<file path="config.mk">
export PLATFORM = sky130hd
export DESIGN_NAME = regfile_wb_arbiter_flat
export DESIGN_NICKNAME = d
export VERILOG_FILES = /design/src/rtl/regfile_wb_arbiter_if.sv /design/src/rtl/regfile_wb_arbiter.sv /design/src/flat_wrapper.sv
export SDC_FILE = /design/constraint.sdc
export NUM_CORES = 1
export LEC_CHECK = 0
export CORE_ASPECT_RATIO = 1.1
export CORE_MARGIN = 5
export CORE_UTILIZATION = 30
export CTS_BUF_LIST = sky130_fd_sc_hd__clkbuf_8
export DETAILED_ROUTE_END_ITERATION = 16
export GPL_TIMING_DRIVEN = 0
export MAX_ROUTING_LAYER = met4
export SYNTH_ARGS = -nofsm -noshare
export SYNTH_HDL_FRONTEND = slang
export SYNTH_SLANG_ARGS = --single-unit
</file>
<file path="constraint.sdc">
create_clock -name clk -period 7.75 [get_ports clk]
set_input_delay 0.775 -clock clk [delete_from_list [all_inputs] [get_ports clk]]
set_output_delay 0.775 -clock clk [all_outputs]
set_load 0.01 [all_outputs]
</file>
<file path="src/rtl/regfile_wb_arbiter_if.sv">
// Writeback-side bundle between the execution units, the register file
// write port and the decode-stage scoreboard.
interface regfile_wb_arbiter_if #(
  parameter int unsigned N_SRC = 3,
  parameter int unsigned XLEN  = 32
);
  logic [N_SRC-1:0]      src_valid;
  logic [5*N_SRC-1:0]    src_rd;
  logic [XLEN*N_SRC-1:0] src_data;
  logic [N_SRC-1:0]      src_ready;
  logic                  rf_wr_en;
  logic [4:0]            rf_rd_addr;
  logic [XLEN-1:0]       rf_wr_data;
  logic                  iss_valid;
  logic [4:0]            iss_rd;
  logic                  flush;
  logic [31:0]           busy_mask;

  modport master (
    output src_valid, src_rd, src_data, iss_valid, iss_rd, flush,
    input  src_ready, rf_wr_en, rf_rd_addr, rf_wr_data, busy_mask
  );

  modport slave (
    input  src_valid, src_rd, src_data, iss_valid, iss_rd, flush,
    output src_ready, rf_wr_en, rf_rd_addr, rf_wr_data, busy_mask
  );
endinterface

</file>
<file path="src/rtl/regfile_wb_arbiter.sv">
// Round-robin arbiter for the integer register file write port, plus the
// pending-write scoreboard used by decode for RAW stall detection.
module regfile_wb_arbiter #(
  parameter int unsigned N_SRC = 3,
  parameter int unsigned XLEN  = 32
) (
  input  logic                 clk,
  input  logic                 rst_n,
  regfile_wb_arbiter_if.slave  wb
);
  localparam int unsigned PW = (N_SRC > 1) ? $clog2(N_SRC) : 1;

  logic [PW-1:0]    r_ptr;
  logic             r_wr_en;
  logic [4:0]       r_rd_addr;
  logic [XLEN-1:0]  r_wr_data;
  logic [31:0]      r_busy;

  logic [N_SRC-1:0] w_grant;
  logic [PW-1:0]    w_idx;
  logic [PW-1:0]    w_gnt_idx;
  logic             w_found;
  logic [4:0]       w_sel_rd;
  logic [XLEN-1:0]  w_sel_data;
  logic [PW-1:0]    w_ptr_nxt;
  logic [31:0]      w_busy_nxt;

  // First valid source searching upward from the pointer, with wrap.
  always_comb begin
    w_grant   = '0;
    w_idx     = '0;
    w_gnt_idx = '0;
    w_found   = 1'b0;
    for (int unsigned k = 0; k < N_SRC; k++) begin
      w_idx = PW'((32'(r_ptr) + k) % N_SRC);
      if (!w_found && wb.src_valid[w_idx]) begin
        w_found        = 1'b1;
        w_grant[w_idx] = 1'b1;
        w_gnt_idx      = w_idx;
      end
    end
  end

  always_comb begin
    w_sel_rd   = '0;
    w_sel_data = '0;
    for (int k = 0; k < N_SRC; k++) begin
      if (w_grant[k]) begin
        w_sel_rd   = wb.src_rd[5*k +: 5];
        w_sel_data = wb.src_data[XLEN*k +: XLEN];
      end
    end
  end

  always_comb begin
    w_ptr_nxt = (w_gnt_idx == PW'(N_SRC - 1)) ? '0 : PW'(w_gnt_idx + 1'b1);
  end

  // Flush beats clear and set; a same-cycle set beats clear (newer issue).
  always_comb begin
    w_busy_nxt = r_busy;
    if (w_found && (w_sel_rd != 5'd0)) begin
      w_busy_nxt[w_sel_rd] = 1'b0;
    end
    if (wb.iss_valid && (wb.iss_rd != 5'd0)) begin
      w_busy_nxt[wb.iss_rd] = 1'b1;
    end
    if (wb.flush) begin
      w_busy_nxt = '0;
    end
    w_busy_nxt[0] = 1'b0;
  end

  always_ff @(posedge clk or negedge rst_n) begin
    if (!rst_n) begin
      r_ptr     <= '0;
      r_wr_en   <= 1'b0;
      r_rd_addr <= '0;
      r_wr_data <= '0;
      r_busy    <= '0;
    end else begin
      r_wr_en <= w_found && (w_sel_rd != 5'd0);
      r_busy  <= w_busy_nxt;
      if (w_found) begin
        r_ptr     <= w_ptr_nxt;
        r_rd_addr <= w_sel_rd;
        r_wr_data <= w_sel_data;
      end
    end
  end

  // Grants are suppressed while reset is asserted.
  assign wb.src_ready  = rst_n ? w_grant : '0;
  assign wb.rf_wr_en   = r_wr_en;
  assign wb.rf_rd_addr = r_rd_addr;
  assign wb.rf_wr_data = r_wr_data;
  assign wb.busy_mask  = r_busy;
endmodule
</file>
<file path="src/flat_wrapper.sv">
// flat-port wrapper written by rule: the top's interface ports become plain ports
module regfile_wb_arbiter_flat 
#(
  parameter int unsigned N_SRC = 3,
  parameter int unsigned XLEN  = 32
)
  (clk, rst_n, wb_src_valid, wb_src_rd, wb_src_data, wb_iss_valid, wb_iss_rd, wb_flush, wb_src_ready, wb_rf_wr_en, wb_rf_rd_addr, wb_rf_wr_data, wb_busy_mask);
  regfile_wb_arbiter_if #(.N_SRC(N_SRC), .XLEN(XLEN)) wb_i ();
  input  logic clk;
  input  logic rst_n;
  input wire logic [$bits(wb_i.src_valid)-1:0] wb_src_valid;
  input wire logic [$bits(wb_i.src_rd)-1:0] wb_src_rd;
  input wire logic [$bits(wb_i.src_data)-1:0] wb_src_data;
  input wire logic [$bits(wb_i.iss_valid)-1:0] wb_iss_valid;
  input wire logic [$bits(wb_i.iss_rd)-1:0] wb_iss_rd;
  input wire logic [$bits(wb_i.flush)-1:0] wb_flush;
  output wire logic [$bits(wb_i.src_ready)-1:0] wb_src_ready;
  output wire logic [$bits(wb_i.rf_wr_en)-1:0] wb_rf_wr_en;
  output wire logic [$bits(wb_i.rf_rd_addr)-1:0] wb_rf_rd_addr;
  output wire logic [$bits(wb_i.rf_wr_data)-1:0] wb_rf_wr_data;
  output wire logic [$bits(wb_i.busy_mask)-1:0] wb_busy_mask;
  assign wb_i.src_valid = wb_src_valid;
  assign wb_i.src_rd = wb_src_rd;
  assign wb_i.src_data = wb_src_data;
  assign wb_i.iss_valid = wb_iss_valid;
  assign wb_i.iss_rd = wb_iss_rd;
  assign wb_i.flush = wb_flush;
  assign wb_src_ready = wb_i.src_ready;
  assign wb_rf_wr_en = wb_i.rf_wr_en;
  assign wb_rf_rd_addr = wb_i.rf_rd_addr;
  assign wb_rf_wr_data = wb_i.rf_wr_data;
  assign wb_busy_mask = wb_i.busy_mask;
  regfile_wb_arbiter #(.N_SRC(N_SRC), .XLEN(XLEN)) u_core (.clk(clk), .rst_n(rst_n), .wb(wb_i));
endmodule
</file>
[After elaboration in Yosys (flattened, before gate mapping)]
Index checks and enable logic that the tools add are counted.
Widths: inputs -> output; s select.
Word-level totals
  register bits: 71
  latch bits: 0
  RAM bits: 0
  memory bits (read-only): 0
  bits of input ports: 123
  output and inout port bits: 73
  memories kept: 0
Cells by class
  add/subtract/negate cells: 3
  multiply operators: 0
  div/mod/pow operators: 3
  $lt $le $gt $ge: 10
  equal/unequal tests: 1
  shift operators: 0
  mux-type cells: 36
  bitwise operators: 5
  reduce and logical (&&, ||, !) cells: 13
Operators with widths (number)
  $mux 32: 6
  $mod 32x2->32 const B: 2
  $and 32x32->32: 1
  $mod 2x2->32 const B: 1
  $not 32->32: 1
  $or 32x32->32: 1
  $mux 5: 3
  $lt 5x6->1 const B: 2
  $mux 3: 4
  $mux 1: 11
  $demux 1 s5: 2
  $ge 5x1->1 const B: 2
  $reduce_bool 5->1: 2
  $logic_and 1x1->1: 9
  $lt 2x3->1 const B: 3
  $mux 2: 4
  $bmux 1 s2: 3
  $demux 1 s2: 3
  $ge 2x1->1 const B: 3
  $or 3x3->3: 2
  $add 2x1->3 const B: 1
  $add 2x2->3 const B: 1
  $add 2x1->2 const B: 1
  $eq 2x2->1 const B: 1
  $logic_not 1->1: 2

[Longest topological paths before layout]
  word-level depth: 23
  gate-level depth with buffers: 13
  mapped depth without buffers: 10

[Worst setup path after synthesis]
OpenSTA, ideal clock, no wires.
  path kind: input -> output
  start: input port wb_src_valid[0]
  end: output port wb_src_ready[1]
  arrival time: 2298 ps
  required time: 6975 ps
  slack: 4677 ps
  stages on the path: 6
  buffers on the path: 2
  cells stage by stage: mux2_4 -> o32ai_1 -> a31o_4 -> buf_6 -> clkbuf_1 -> and2_1
On the way
  longest elaborated chain between the ends: 10
  elaborated cells on any way between the ends: 18
  those cells by class: mux (12); bitwise (2); reduce/logical (4)
Ends and longest elaborated chain
  start, declared: line flat_wrapper.sv:11  | input wire logic [$bits(wb_i.src_valid)-1:0] wb_src_valid;
  $bmux 1 s2: line regfile_wb_arbiter.sv:36  | if (!w_found && wb.src_valid[w_idx]) begin
  $mux 1 (implied by the code): line regfile_wb_arbiter.sv:36
  $mux 1: line regfile_wb_arbiter.sv:36
  $logic_not 1->1: line regfile_wb_arbiter.sv:36
  $logic_and 1x1->1: line regfile_wb_arbiter.sv:36
  $mux 1: line regfile_wb_arbiter.sv:36
  $logic_not 1->1: line regfile_wb_arbiter.sv:36
  $logic_and 1x1->1: line regfile_wb_arbiter.sv:36
  $mux 3 *: line regfile_wb_arbiter.sv:36
  $mux 3 *: line regfile_wb_arbiter.sv:93  | assign wb.src_ready = rst_n ? w_grant : '0;
  end, declared: line flat_wrapper.sv:17  | output wire logic [$bits(wb_i.src_ready)-1:0] wb_src_ready;
Every way passes the cells marked *; elsewhere a longest branch is shown, timed or not. The select of a mux whose other input is x is not followed.

[Worst setup path after layout]
  start: input port wb_src_valid[2]
  end: output port wb_src_ready[1]
The elaborated chain is that of the path after synthesis.

==> impl_metrics.env <==
export IMPL_status="complete, no violations"
export IMPL_synth_async_sr_flop_share_pct=100
export IMPL_yosysWarningCount=0
export IMPL_yosys_top_cells_count="sky130_fd_sc_hd__dfrtp_1, sky130_fd_sc_hd__nor2_1, sky130_fd_sc_hd__a22oi_1"
export IMPL_synth_nets=582
export IMPL_dr_first_iter_drc_count=287
export IMPL_synth_seq_area_share_pct=40.9
export IMPL_design_core_area_um2=14300
export IMPL_fin_worst_skew_ns=0.0102
export IMPL_route_detailed_vias_per_inst=5.21
export IMPL_pwr_share_seq_pct=20.3
export IMPL_ctsRootBufferMaster="sky130_fd_sc_hd__clkbuf_8"
export IMPL_fmax_ghz=0.221
export IMPL_worstPathArrival_ns=3.75
export IMPL_die_area_um2=17000
export IMPL_worstSetupEndpointType="output pin"
export IMPL_antenna_found_initial=0
export IMPL_yosys_area_top_type_share_pct=40.9
export IMPL_grt_pass1_vias=4827
export IMPL_yosys_top_cells_area="sky130_fd_sc_hd__dfrtp_1, sky130_fd_sc_hd__a22oi_1, sky130_fd_sc_hd__nor2_1"
export IMPL_finalSetupTns_ns=0
export IMPL_diodes=0
export IMPL_post_route_min_period_ns=4.53
export IMPL_cellLeakagePower_uw=0.00252
export IMPL_layout_setup_ws_ns=3.22
export IMPL_count_of_flip_flops_with_a_built_in_enable_after_synthesis=0
export IMPL_p_int_uw=1410
export IMPL_wire_length_of_the_first_global_routing_pass_mm=24.9
export IMPL_tritoncts_num_buffers=9
export IMPL_crit_reg2reg_launch="u_core.r_ptr[0]$_DFFE_PN0P_"
export IMPL_worst_slew_pin_transition_ns=0.684
export IMPL_io_pin_count=196
export IMPL_netlist_cell_type_count=55
export IMPL_reg2reg_to="u_core.wb.busy_mask[6]$_DFF_PN0_"
export IMPL_critPathBufInv=4
export IMPL_worstPathCellList="clkdlybuf4s50_1 > mux2_4 > o32ai_1 > a31o_4 > buf_6 > clkbuf_1 > and2_1 > clkdlybuf4s50_1"
export IMPL_r2r_cells=12
export IMPL_rsz0062_at_grt="false"
export IMPL_drc=0
export IMPL_detail_route_antenna_nets=0
export IMPL_sw_share_pct=47.9
export IMPL_routability_driven_placement_congestion_ratio=0.863
export IMPL_slowest_stage="sky130_fd_sc_hd__clkdlybuf4s50_1"
export IMPL_post_cts_resized_instances=0
export IMPL_dr_pass1_iters=4
export IMPL_p_comb_share_pct=70.0
export IMPL_timing_worst_setup_path_type="input port to output pin"
export IMPL_crit_path_frequent_cell="sky130_fd_sc_hd__clkdlybuf4s50_1"
export IMPL_post_route_period_util_pct=58.4
export IMPL_placement_io_buffers=194
export IMPL_synth_top_cell_by_area="sky130_fd_sc_hd__dfrtp_1"
export IMPL_crit_end="wb_src_ready[1]"
export IMPL_clock_insertion_delay_worst_skew_ns=0.34
export IMPL_proportion_of_layout_cells_with_a_drive_suffix_above_1_pct=13.2
export IMPL_slew_limit_headroom_pct=54.4
export IMPL_post_cts_hold_buffer_count=0
export IMPL_cts_sinks=71
export IMPL_worst_endpoint_required_ns=6.97
export IMPL_power_ir_vdd_worst_uv=190
export IMPL_drt_total_wl_mm=15.7
export IMPL_path_max_fanout=10
export IMPL_tritoncts_clock_tree="built"
export IMPL_synth_area_per_cell_um2=9.56
export IMPL_fp_dieH_um=136
export IMPL_crit_start="wb_src_valid[2]"
export IMPL_hp_class="input port to async pin"
export IMPL_synth_cell_area_um2=4350
export IMPL_final_setup_viol_count=0
export IMPL_rows=46
export IMPL_p_clk_share_pct=9.6
export IMPL_ys_seq_elements=71
export IMPL_power_switching_uw=1300
export IMPL_cts_max_path_buffers=2
export IMPL_synth_top_flop_cell="sky130_fd_sc_hd__dfrtp_1"
export IMPL_cts_reportedPaths_clkPinSlew_ns=0.06
export IMPL_syn_instance_count=455
export IMPL_post_drt_wl_per_cell_um=18.4
export IMPL_slew_violations=0
export IMPL_cpPeakStageDelay_ns=0.56
export IMPL_area_growth_syn_to_layout_pct=54.5
export IMPL_post_cts_setup_buffer_count=0
export IMPL_gr_total_overflow=0
export IMPL_starting_density_pct=30.3
export IMPL_hpwl_mm=12.6
export IMPL_detailedPlace_worstSlack_ns=3.22
export IMPL_die_w_um=125
export IMPL_power_density_nw_per_um2=404
export IMPL_rrSetupSlack_ns=4.45
export IMPL_timing_critical_path_max_delay_family="buffers and inverters"
export IMPL_post_synth_top_count_cell="sky130_fd_sc_hd__dfrtp_1"
export IMPL_nets=788
export IMPL_htree_levels=3
export IMPL_critPathLaunchType="input port"
export IMPL_cap_viol_max_count=0
export IMPL_maximum_number_of_pins_on_one_net_before_global_route_repair=70
export IMPL_worstSetupPathDepth=8
export IMPL_report_final_hold_viol_count=0
export IMPL_route_vias_total=4462
export IMPL_track_usage_pct=18.9
-- logic make-up (layout without fill, tap and decap cells) --
kind of cell	count (synthesis)	count (layout)	synth area share, %
simple gates	168	168	21.2
flops	71	71	40.9
other cells	1	1	0.0862
compound gates	163	163	29.7
buf+inv	43	253	5.53
mux	5	5	1.50
fa+ha+maj	4	4	1.15
-- how the worst min path moves through the flow --
stage / startpoint / to / slack (ns) / depth (start not counted)
4_1_cts: rst_n / u_core.wb.busy_mask[6]$_DFF_PN0_ / 0.23 / 1
3_3_place_gp: u_core.wb.rf_rd_addr[2]$_DFFE_PN0P_ / u_core.wb.rf_rd_addr[2]$_DFFE_PN0P_ / 0.47 / 2
3_5_place_dp: u_core.wb.rf_rd_addr[4]$_DFFE_PN0P_ / u_core.wb.rf_rd_addr[4]$_DFFE_PN0P_ / 0.48 / 2
2_1_floorplan: rst_n / u_core.r_ptr[0]$_DFFE_PN0P_ / 0.48 / 0
5_1_grt: rst_n / u_core.wb.busy_mask[6]$_DFF_PN0_ / 0.23 / 1
6_report: rst_n / u_core.wb.busy_mask[6]$_DFF_PN0_ / 0.25 / 1
-- state kept, by name (all words and copies together) (netlist names) --
register              count
u_core.wb.rf_rd_addr      5
u_core.wb.rf_wr_data     32
u_core.wb.rf_wr_en        1
u_core.wb.busy_mask      31
u_core.r_ptr              2
-- worst register-to-register path, stage by stage (launching register included) --
cell and delay, ns:
sky130_fd_sc_hd__dfrtp_1 0.38, sky130_fd_sc_hd__inv_1 0.09, sky130_fd_sc_hd__ha_1 0.25, sky130_fd_sc_hd__clkbuf_1 0.21, sky130_fd_sc_hd__inv_1 0.17, sky130_fd_sc_hd__nand2_1 0.09
sky130_fd_sc_hd__o32ai_1 0.38, sky130_fd_sc_hd__a32o_1 0.41, sky130_fd_sc_hd__buf_2 0.30, sky130_fd_sc_hd__a21oi_1 0.10, sky130_fd_sc_hd__a21oi_2 0.37, sky130_fd_sc_hd__and3_4 0.32
sky130_fd_sc_hd__a211oi_2 0.07
-- layout by cell type, fill, tap and decap left out, types with 4 or more instances in the layout --
master	n
sky130_fd_sc_hd__a211oi_1	14
sky130_fd_sc_hd__a211oi_2	17
sky130_fd_sc_hd__a21oi_1	7
sky130_fd_sc_hd__a22oi_1	64
sky130_fd_sc_hd__and2_1	4
sky130_fd_sc_hd__buf_2	6
sky130_fd_sc_hd__buf_6	6
sky130_fd_sc_hd__clkbuf_1	21
sky130_fd_sc_hd__clkbuf_8	9
sky130_fd_sc_hd__clkdlybuf4s50_1	193
sky130_fd_sc_hd__dfrtp_1	71
sky130_fd_sc_hd__ha_1	4
sky130_fd_sc_hd__inv_1	6
sky130_fd_sc_hd__nand2_1	24
sky130_fd_sc_hd__nand2b_1	5
sky130_fd_sc_hd__nand3_1	7
sky130_fd_sc_hd__nor2_1	68
sky130_fd_sc_hd__nor2b_1	7
sky130_fd_sc_hd__nor3_1	16
sky130_fd_sc_hd__nor3_2	15
sky130_fd_sc_hd__nor4_1	7
sky130_fd_sc_hd__o21ai_0	35
-- power groups by stage --
stage	registers (uW)	logic (uW)	clock network [uW]
detailed placement	555	1920	0
finish	552	1900	261
floorplan	590	1230	0
CTS	552	1920	267
global route	565	2090	284
global placement	552	1890	0
-- stage by stage --
step           instances  hold WS [ns]  area (um^2)  utilization [%]  power (uW)
2_1_floorplan        455         0.479         4350                -        1820
3_3_place_gp         841         0.468         6530             45.6        2440
3_5_place_dp         842         0.475         6560             45.7        2480
4_1_cts              857         0.232         6720             46.9        2740
5_1_grt              857         0.235         6720             46.9        2940
6_report             857         0.250         6720             46.9        2710
-- cell type report --
type | instances | area, um^2
fillers | 1372 | 7610
multi-input cells | 341 | 2330
repair buffers | 195 | 1970
flip-flops and latches | 71 | 1780
well taps | 192 | 240
plain buffers | 37 | 218
clock buffers | 9 | 124
clock inverters | 6 | 38.8
inverters | 6 | 22.5
-- routing by layer --
metal	part of all wire (%)	global-route usage [%]	routed length [um]
met4	2.2	6.09	351
met2	49	31.6	7690
met5	0	-	0
met3	8.0	5.23	1250
met1	41	22.1	6450
(Power assumes the default switching activity.)
